$ cat src/rtl/inst_fetch_unit.sv
// -----------------------------------------------------------------------------
// inst_fetch_unit
//
// Fetch stage in front of the single-cycle RV64I control unit. It holds the
// architectural PC and issues one instruction-memory request per instruction
// over a req/ack handshake. It latches the returned word and holds it for
// decode/control until control signals completion with pc_write_en. Then it
// loads next_pc and fetches again. A watchdog faults the stage if memory never
// acknowledges a request.
//
// Optional feature (compile-time macro FETCH_MISALIGN_TRAP_EN):
//   defined   - a jump/branch to a target with next_pc[1:0] != 00 is trapped.
//               The stage enters FAULT with fault_cause = 2'b10.
//   undefined - next_pc[1:0] is silently cleared and fetch continues.
//
// Parameters:
//   XLEN         width of PC and address
//   RESET_VECTOR PC value after reset
//   ACK_TIMEOUT  FETCH cycles without imem_ack before fault (1..255)
//
// Ports:
//   clock        in   core clock, rising edge
//   reset_n      in   asynchronous active-low reset
//   pc_write_en  in   control: current instruction done, advance PC
//   next_pc      in   next PC from branch/jump target logic
//   imem_req     out  instruction memory request
//   imem_addr    out  request address (equals pc)
//   imem_ack     in   imem_rdata valid this cycle
//   imem_rdata   in   fetched instruction word
//   pc           out  address of the instruction in inst
//   inst         out  latched instruction
//   inst_opcode  out  opcode for control (forced to OP-IMM while invalid)
//   inst_valid   out  inst is valid for execution
//   fetch_stall  out  high whenever inst_valid is low
//   fetch_fault  out  sticky fault flag
//   fault_cause  out  00 none, 01 ack timeout, 10 misaligned target
// -----------------------------------------------------------------------------
module inst_fetch_unit #(
  parameter int              XLEN         = 64,
  parameter logic [XLEN-1:0] RESET_VECTOR = 64'h0000_0000_0040_0000,
  parameter int              ACK_TIMEOUT  = 16
) (
  input  logic            clock,
  input  logic            reset_n,
  input  logic            pc_write_en,
  input  logic [XLEN-1:0] next_pc,
  output logic            imem_req,
  output logic [XLEN-1:0] imem_addr,
  input  logic            imem_ack,
  input  logic [31:0]     imem_rdata,
  output logic [XLEN-1:0] pc,
  output logic [31:0]     inst,
  output logic [6:0]      inst_opcode,
  output logic            inst_valid,
  output logic            fetch_stall,
  output logic            fetch_fault,
  output logic [1:0]      fault_cause
);

  localparam logic [31:0] NOP_INST      = 32'h0000_0013;
  localparam logic [6:0]  OPCODE_OP_IMM = 7'b0010011;
  localparam logic [1:0]  CAUSE_NONE    = 2'b00;
  localparam logic [1:0]  CAUSE_TIMEOUT = 2'b01;
`ifdef FETCH_MISALIGN_TRAP_EN
  localparam logic [1:0]  CAUSE_MISALIGN = 2'b10;
`endif
  // The fault fires on the edge that ends the ACK_TIMEOUT-th waiting cycle.
  // At that point the counter still reads ACK_TIMEOUT-1.
  localparam logic [7:0]  WAIT_LAST     = 8'(ACK_TIMEOUT - 1);

  typedef enum logic [1:0] {
    IDLE  = 2'b00,
    FETCH = 2'b01,
    EXEC  = 2'b10,
    FAULT = 2'b11
  } state_t;

  state_t     state;
  logic [7:0] wait_cnt;

  // Word-align a target address by clearing its two low bits.
  function automatic logic [XLEN-1:0] align_pc(input logic [XLEN-1:0] addr);
    return addr & ~{{(XLEN-2){1'b0}}, 2'b11};
  endfunction

  always_ff @(posedge clock or negedge reset_n) begin
    if (!reset_n) begin
      state       <= IDLE;
      pc          <= RESET_VECTOR;
      imem_req    <= 1'b0;
      inst        <= NOP_INST;
      inst_valid  <= 1'b0;
      fetch_fault <= 1'b0;
      fault_cause <= CAUSE_NONE;
      wait_cnt    <= 8'd0;
    end else begin
      case (state)
        IDLE: begin
          // Any ack seen here belongs to a request from before reset. Drop it.
          state    <= FETCH;
          imem_req <= 1'b1;
          wait_cnt <= 8'd0;
        end

        FETCH: begin
          // An ack on the final watchdog cycle still wins over the timeout.
          if (imem_ack) begin
            inst       <= imem_rdata;
            inst_valid <= 1'b1;
            imem_req   <= 1'b0;
            wait_cnt   <= 8'd0;
            state      <= EXEC;
          end else if (wait_cnt == WAIT_LAST) begin
            fetch_fault <= 1'b1;
            fault_cause <= CAUSE_TIMEOUT;
            imem_req    <= 1'b0;
            state       <= FAULT;
          end else begin
            wait_cnt <= wait_cnt + 8'd1;
          end
        end

        EXEC: begin
          if (pc_write_en) begin
            inst_valid <= 1'b0;
`ifdef FETCH_MISALIGN_TRAP_EN
            if (next_pc[1:0] != 2'b00) begin
              // Keep the offending target visible in pc for diagnosis.
              pc          <= next_pc;
              fetch_fault <= 1'b1;
              fault_cause <= CAUSE_MISALIGN;
              state       <= FAULT;
            end else begin
              pc       <= next_pc;
              imem_req <= 1'b1;
              wait_cnt <= 8'd0;
              state    <= FETCH;
            end
`else
            pc       <= align_pc(next_pc);
            imem_req <= 1'b1;
            wait_cnt <= 8'd0;
            state    <= FETCH;
`endif
          end
        end

        FAULT: begin
          // Sticky: only reset_n leaves this state.
          state <= FAULT;
        end

        default: begin
          state    <= IDLE;
          imem_req <= 1'b0;
        end
      endcase
    end
  end

  assign imem_addr   = pc;
  assign fetch_stall = ~inst_valid;
  // While nothing valid is held, control sees OP-IMM and produces benign signals.
  assign inst_opcode = inst_valid ? inst[6:0] : OPCODE_OP_IMM;

endmodule

$ cat config.mk
export PLATFORM = sky130hd
export DESIGN_NAME = inst_fetch_unit
export DESIGN_NICKNAME = d
export VERILOG_FILES = /design/src/rtl/inst_fetch_unit.sv
export SDC_FILE = /design/constraint.sdc
export NUM_CORES = 1
export LEC_CHECK = 0
export ABC_CLOCK_PERIOD_IN_PS = 4000
export CAP_MARGIN = 20
export CELL_PAD_IN_SITES_DETAIL_PLACEMENT = 0
export CELL_PAD_IN_SITES_GLOBAL_PLACEMENT = 1
export CORE_MARGIN = 3
export CORE_UTILIZATION = 31
export DETAILED_ROUTE_END_ITERATION = 10
export MAX_ROUTING_LAYER = met4
export PLACE_DENSITY = 0.95
export SLEW_MARGIN = 20
export SYNTH_ARGS = -nofsm -noshare
export SYNTH_HDL_FRONTEND = slang
export SYNTH_SLANG_ARGS = --single-unit
$ cat constraint.sdc
create_clock -name clock -period 4 [get_ports clock]
set_clock_uncertainty 0.15 [all_clocks]
set_input_delay 0.8 -clock clock [delete_from_list [all_inputs] [get_ports clock]]
set_output_delay 0.8 -clock clock [all_outputs]
set_load 0.05 [all_outputs]
==> metrics.txt <==
layout cells sized above 1 21.7%; max cap viols 0; Compound-Gate Fraction of Synth Area around 3.7%; DP Wirelength roughly 9000 um; Num CTS Buffers 9; Site Rows 44; drt via density ~4.6; pin count of the biggest net entering global routing roughly 90; Clock Sinks ~110; FF+latch count, synth around 110; Clock Tree Buf Depth 2; initial antenna violation count 0; Avg Synthesized Cell Area about 14 sq um; Slew Viols, Final 0; Initial DRC Count between 100 and 150; CTS tree built; status completed; worst slew pin tran 0.833 ns; Post-CTS Setup Inserts 0; largest cells by area after synthesis dfrtp_1 (55%), mux2_2 (22%), buf_4 (11%); final hold vios 0; worst r2r src state[1]; cell-by-cell trace of the critical path and2_1 -> clkdlybuf4s50_1; most common cell after layout, fill and taps aside clkdlybuf4s50_1; Final period util between 70 and 80%; busiest grt layer met2; main combinational cell family by area after synthesis multiplexers; CTS Hold Buffers Added 0; CP max stage cell clkdlybuf4s50_1; Skew-Pair Late Insertion Delay about 0.34 ns; area leader, netlist dfrtp_1; Setup crit end kind output port; final net count 650; Tmin final 2.81 ns; die height 129 um; Crit. Startpoint inst_valid; die footprint 16700 sq um; XOR/XNOR Fraction of Synth Area 0%; GR Util met2 25.0%; FF/Latch Area ~2700 sq um; Root Driver clkbuf_16; multiplexer area fraction after synthesis a little under a quarter; Max Fclk ~360 MHz; Vias about 3400; CP max stage delay about 0.80 ns; Slew HR 44.5%; Synth Warn # 0; kind of critical path register to output port; most frequent cells in the layout clkdlybuf4s50_1 (264), dfrtp_1 (103), mux2_2 (94); adder-cell share of the synthesized area less than 1%; EDFF count, synth 0; Critical Path RT about 3.1 ns; gr usage total between 10% and 20%; routability congestion estimate 0.765; htree depth 3; Synth Instances roughly 350; Crit path max-delay family buffers and inverters; DR WL/cell approximately 16 um; Simple-Gate Fraction of Synth Area slightly below 4%; synthesized area roughly 4700 sq um; clock transition at the registers of the reported paths ~0.070 ns; Critical path buffers and inverters 1; port bufs roughly 270; Final setup viols 0; synth unique cells 38; GRT overflow 0; WL final roughly 12000 um; Residual DRC 0; number of global-route vias before repair around 3600; met1 Use GR about 16%; Setup TNS 0 ns; area of the multi-input gates between 1000 and 1500 sq um; first-pass GRT wire length ~18000 um; cts repair resizes 0; core area 14700 sq um; Hold WC Path Type input pin to async pin; data arrival time of the critical path about 1.9 ns; RSZ-0062 raised after global routing false; met3 GRT Util under 10%; I/O pin count ~270; Fillers around 1300; # diodes 0; Area Growth Syn to Fin 56.6%; critical path fanouts, max 10; crit path launch type register; Initial Utilization approximately 32%; Synth top area share 54.6%; most used flip-flop cell after synthesis dfrtp_1; Die X approximately 130 um; router iterations before antenna repair 4; sequential area share after synthesis a little under three fifths; Post-synth ARST share between 90% and 100%; Final ANT Viol Nets 0
[layer usage]
metal | part of all wire, % | wire [um]
met1 | 38 | 4610
met2 | 52 | 6280
met3 | 7.9 | 952
met4 | 1.8 | 219
met5 | 0 | 0
[synthesized netlist by cell type, drive strengths merged, types with 2 or more instances]
| master | count |
|---|---|
| dfstp | 4 |
| a31oi | 2 |
| and2 | 4 |
| dfrtp | 103 |
| o21ai | 3 |
| a22oi | 2 |
| a21oi | 5 |
| inv | 7 |
| nor2b | 2 |
| o31a | 3 |
| nand2 | 6 |
| buf | 79 |
| nand2b | 4 |
| mux2 | 94 |
| a211oi | 2 |
| nand3 | 4 |
[sequential cells by signal (all words and copies together) (netlist names)]
name and cells:
inst 32, imem_req 1, inst_valid 1, fetch_fault 1, wait_cnt 8, state 2
imem_addr 62
[stage by stage]
stage	setup slack (ns)	utilization, %	instances	hold slack, ns	area, sq um
after floorplan	1.83	-	349	0.334	4730
after global placement	1.35	48.2	722	0.331	7080
after detailed placement	1.30	48.2	722	0.344	7080
after CTS	1.16	50.2	738	0.361	7380
after global routing	1.13	50.3	738	0.381	7390
final	1.19	50.3	738	0.323	7390
[path summary, 6_finish.rpt]
kind / end / slack [ns] / cells after the start
setup / recovery: inst_opcode[2] / 1.19 / 2
hold / removal: inst[27] / 0.32 / 1
setup reg to reg: imem_addr[3] / 2.05 / 3
hold reg to reg: inst[20] / 0.36 / 1
max in group asynchronous: inst[5] / 2.58 / 2
min in group clock: inst[20] / 0.36 / 1
[final cells by class]
class,instances,share of cell area [%]
tap,184,3.12
timing repair buffer,268,36.4
sequential,107,36.3
multi-input combinational,156,19.7
inverter,7,0.356
clock buffer,10,3.23
clock inverter,6,0.864
[cells by family after synthesis]
kind of cell | Yosys count
simple gates | 30
buf+inv | 86
flops | 107
fa+ha+maj | 1
compound gates | 25
other cells | 1
mux | 95
Power is not shown: default switching activity piles up to over one toggle a cycle in this logic, so the estimate is an artifact.
==> patch, RTL diff (same flow settings) <==
Set the parameter `XLEN` to 128 (it was 64).
--- a/src/rtl/inst_fetch_unit.sv
+++ b/src/rtl/inst_fetch_unit.sv
@@ -36,7 +36,7 @@
 //   fault_cause  out  00 none, 01 ack timeout, 10 misaligned target
 // -----------------------------------------------------------------------------
 module inst_fetch_unit #(
-  parameter int              XLEN         = 64,
+  parameter int              XLEN         = 128,
   parameter logic [XLEN-1:0] RESET_VECTOR = 64'h0000_0000_0040_0000,
   parameter int              ACK_TIMEOUT  = 16
 ) (
Interface: changed (resized imem_addr, next_pc and pc); port bits go from 273 to 465. No check against the original RTL was run, so the function may have changed too.
==> patch against the original RTL <==
First-iteration DRC count rose by 100%. Sequential cell count is 64 higher. Largest cell class unchanged. Routed wire length rose by 93%. Design area increased by 65%. Synthesized area up 60%. Setup slack worse by 0.13 ns.
Power is not shown: default switching activity piles up to over one toggle a cycle in this logic, so the estimate is an artifact.
==> patch: results (changes against the original RTL) <==
Run status
  • Status: completed

Global routing
  • GRT met3 Usage: 0.0548 (+0.0194)
  • Largest net degree at the start of global routing: 69 (-24%)
  • GR met1 Demand/Resource: 0.209 (+0.0523)
  • GRT Total Usage: 0.176 (+0.0320)
  • Number of antenna violations at the first check in global routing: 0 (unchanged)
  • Vias in the first global route: 5571 (+57%)
  • First-pass GRT wire length: 34200 microns (+87%)
  • Met2 Use GR: 0.295 (+0.0452)

Logic synthesis
  • Post-synthesis compound-gate area fraction: 0.0230 (-0.0139)
  • Adder-Cell Fraction of Synth Area: 0.00165 (-0.00100)
  • Post-synth cell types: 40 (+5.3%)
  • Synth Register Bits: 171 (+60%)
  • Synth top cells by count: 167 x dfrtp_1, 158 x mux2_2, 135 x buf_4
  • Synth top area cells: dfrtp_1 55%, mux2_2 24%, buf_4 13%
  • Post-synthesis mux area share: 0.236 (+0.00984)
  • YS warnings: 0 (unchanged)
  • Seq/Total Area, Yosys: 0.566 (-0.00275)

Hold path
  • HP Class: in -> async

Worst setup path
  • Max incr delay on CP: 0.82 ns (+0.02 ns)
  • Worst R2R Setup Slack: 1.90 ns (-0.15 ns)
  • Slowest stage cell, crit path: clkdlybuf4s50_1
  • CP max FO: 10 (unchanged)
  • CP Capture Point: inst_opcode[3]

Cells and area
  • Fraction of standard cell area in multi-input logic: 0.179 (-0.0183)
  • CLK BUF: 20 (+10)
  • Layout non-clock buf frac: 0.384 (+0.0206)
  • # nets final: 1048 (+61%)
  • #MultiIn Comb: 220 (+41%)
  • Layout cell share with drive strength beyond 1: 0.228 (+0.0111)
  • Fill cells: 2087 (+67%)
  • Seq area share: 0.352 (-0.0112)
  • Clk tree area frac: 0.0496 (+0.00866)
  • Number of non-clock buffers: 466 (+74%)
  • Max FFs per register: 126 (+100%)

Drt
  • Top layer in use: met4
  • Wl on met1: 9230 microns (+100%)
  • WL met3: 1560 microns (+64%)
  • Metal2 WL: 12200 microns (+94%)
  • Number of vias per cell: 4.36 (-5.0%)
  • Wire per inst: 19.2 microns (+18%)
  • Initial DRC Count: 239 (+100%)

Placed design
  • Final Wtd Congestion: 0.839 (+9.7%)
  • Hpwl dp: 18300 microns (+99%)
  • # port buffers: 457 (+72%)

CTS
  • Inserted Clock Buffers: 17 (+8)
  • Worst skew pair latency: 0.41 ns (+0.07 ns)
  • H-tree levels: 4 (+1)

STA
  • Rel. slew slack: 0.512 (+0.0672)
patch: changes by cell type in the layout (fill, tap and decap cells not counted), moves of 4 or more:
cell	unedited run	this run
clkdlybuf4s50_1	264	456
dfrtp_1	103	167
mux2_2	94	158
clkbuf_16	9	17
clkinv_4	0	5
buf_4	2	6
inv_8	0	4
patch: stage by stage:
stage / cells / util / hold WS (ns) / cell area [sq um] / worst slack [ns]
floorplan: 548 / - / 0.334 / 7580 / 1.83
detailed placement: 1183 / 0.487 / 0.342 / 11600 / 1.18
finish: 1215 / 0.513 / 0.225 / 12200 / 1.07
CTS: 1215 / 0.513 / 0.235 / 12200 / 1.01
global route: 1215 / 0.513 / 0.242 / 12200 / 0.929
global placement: 1183 / 0.487 / 0.336 / 11600 / 1.18
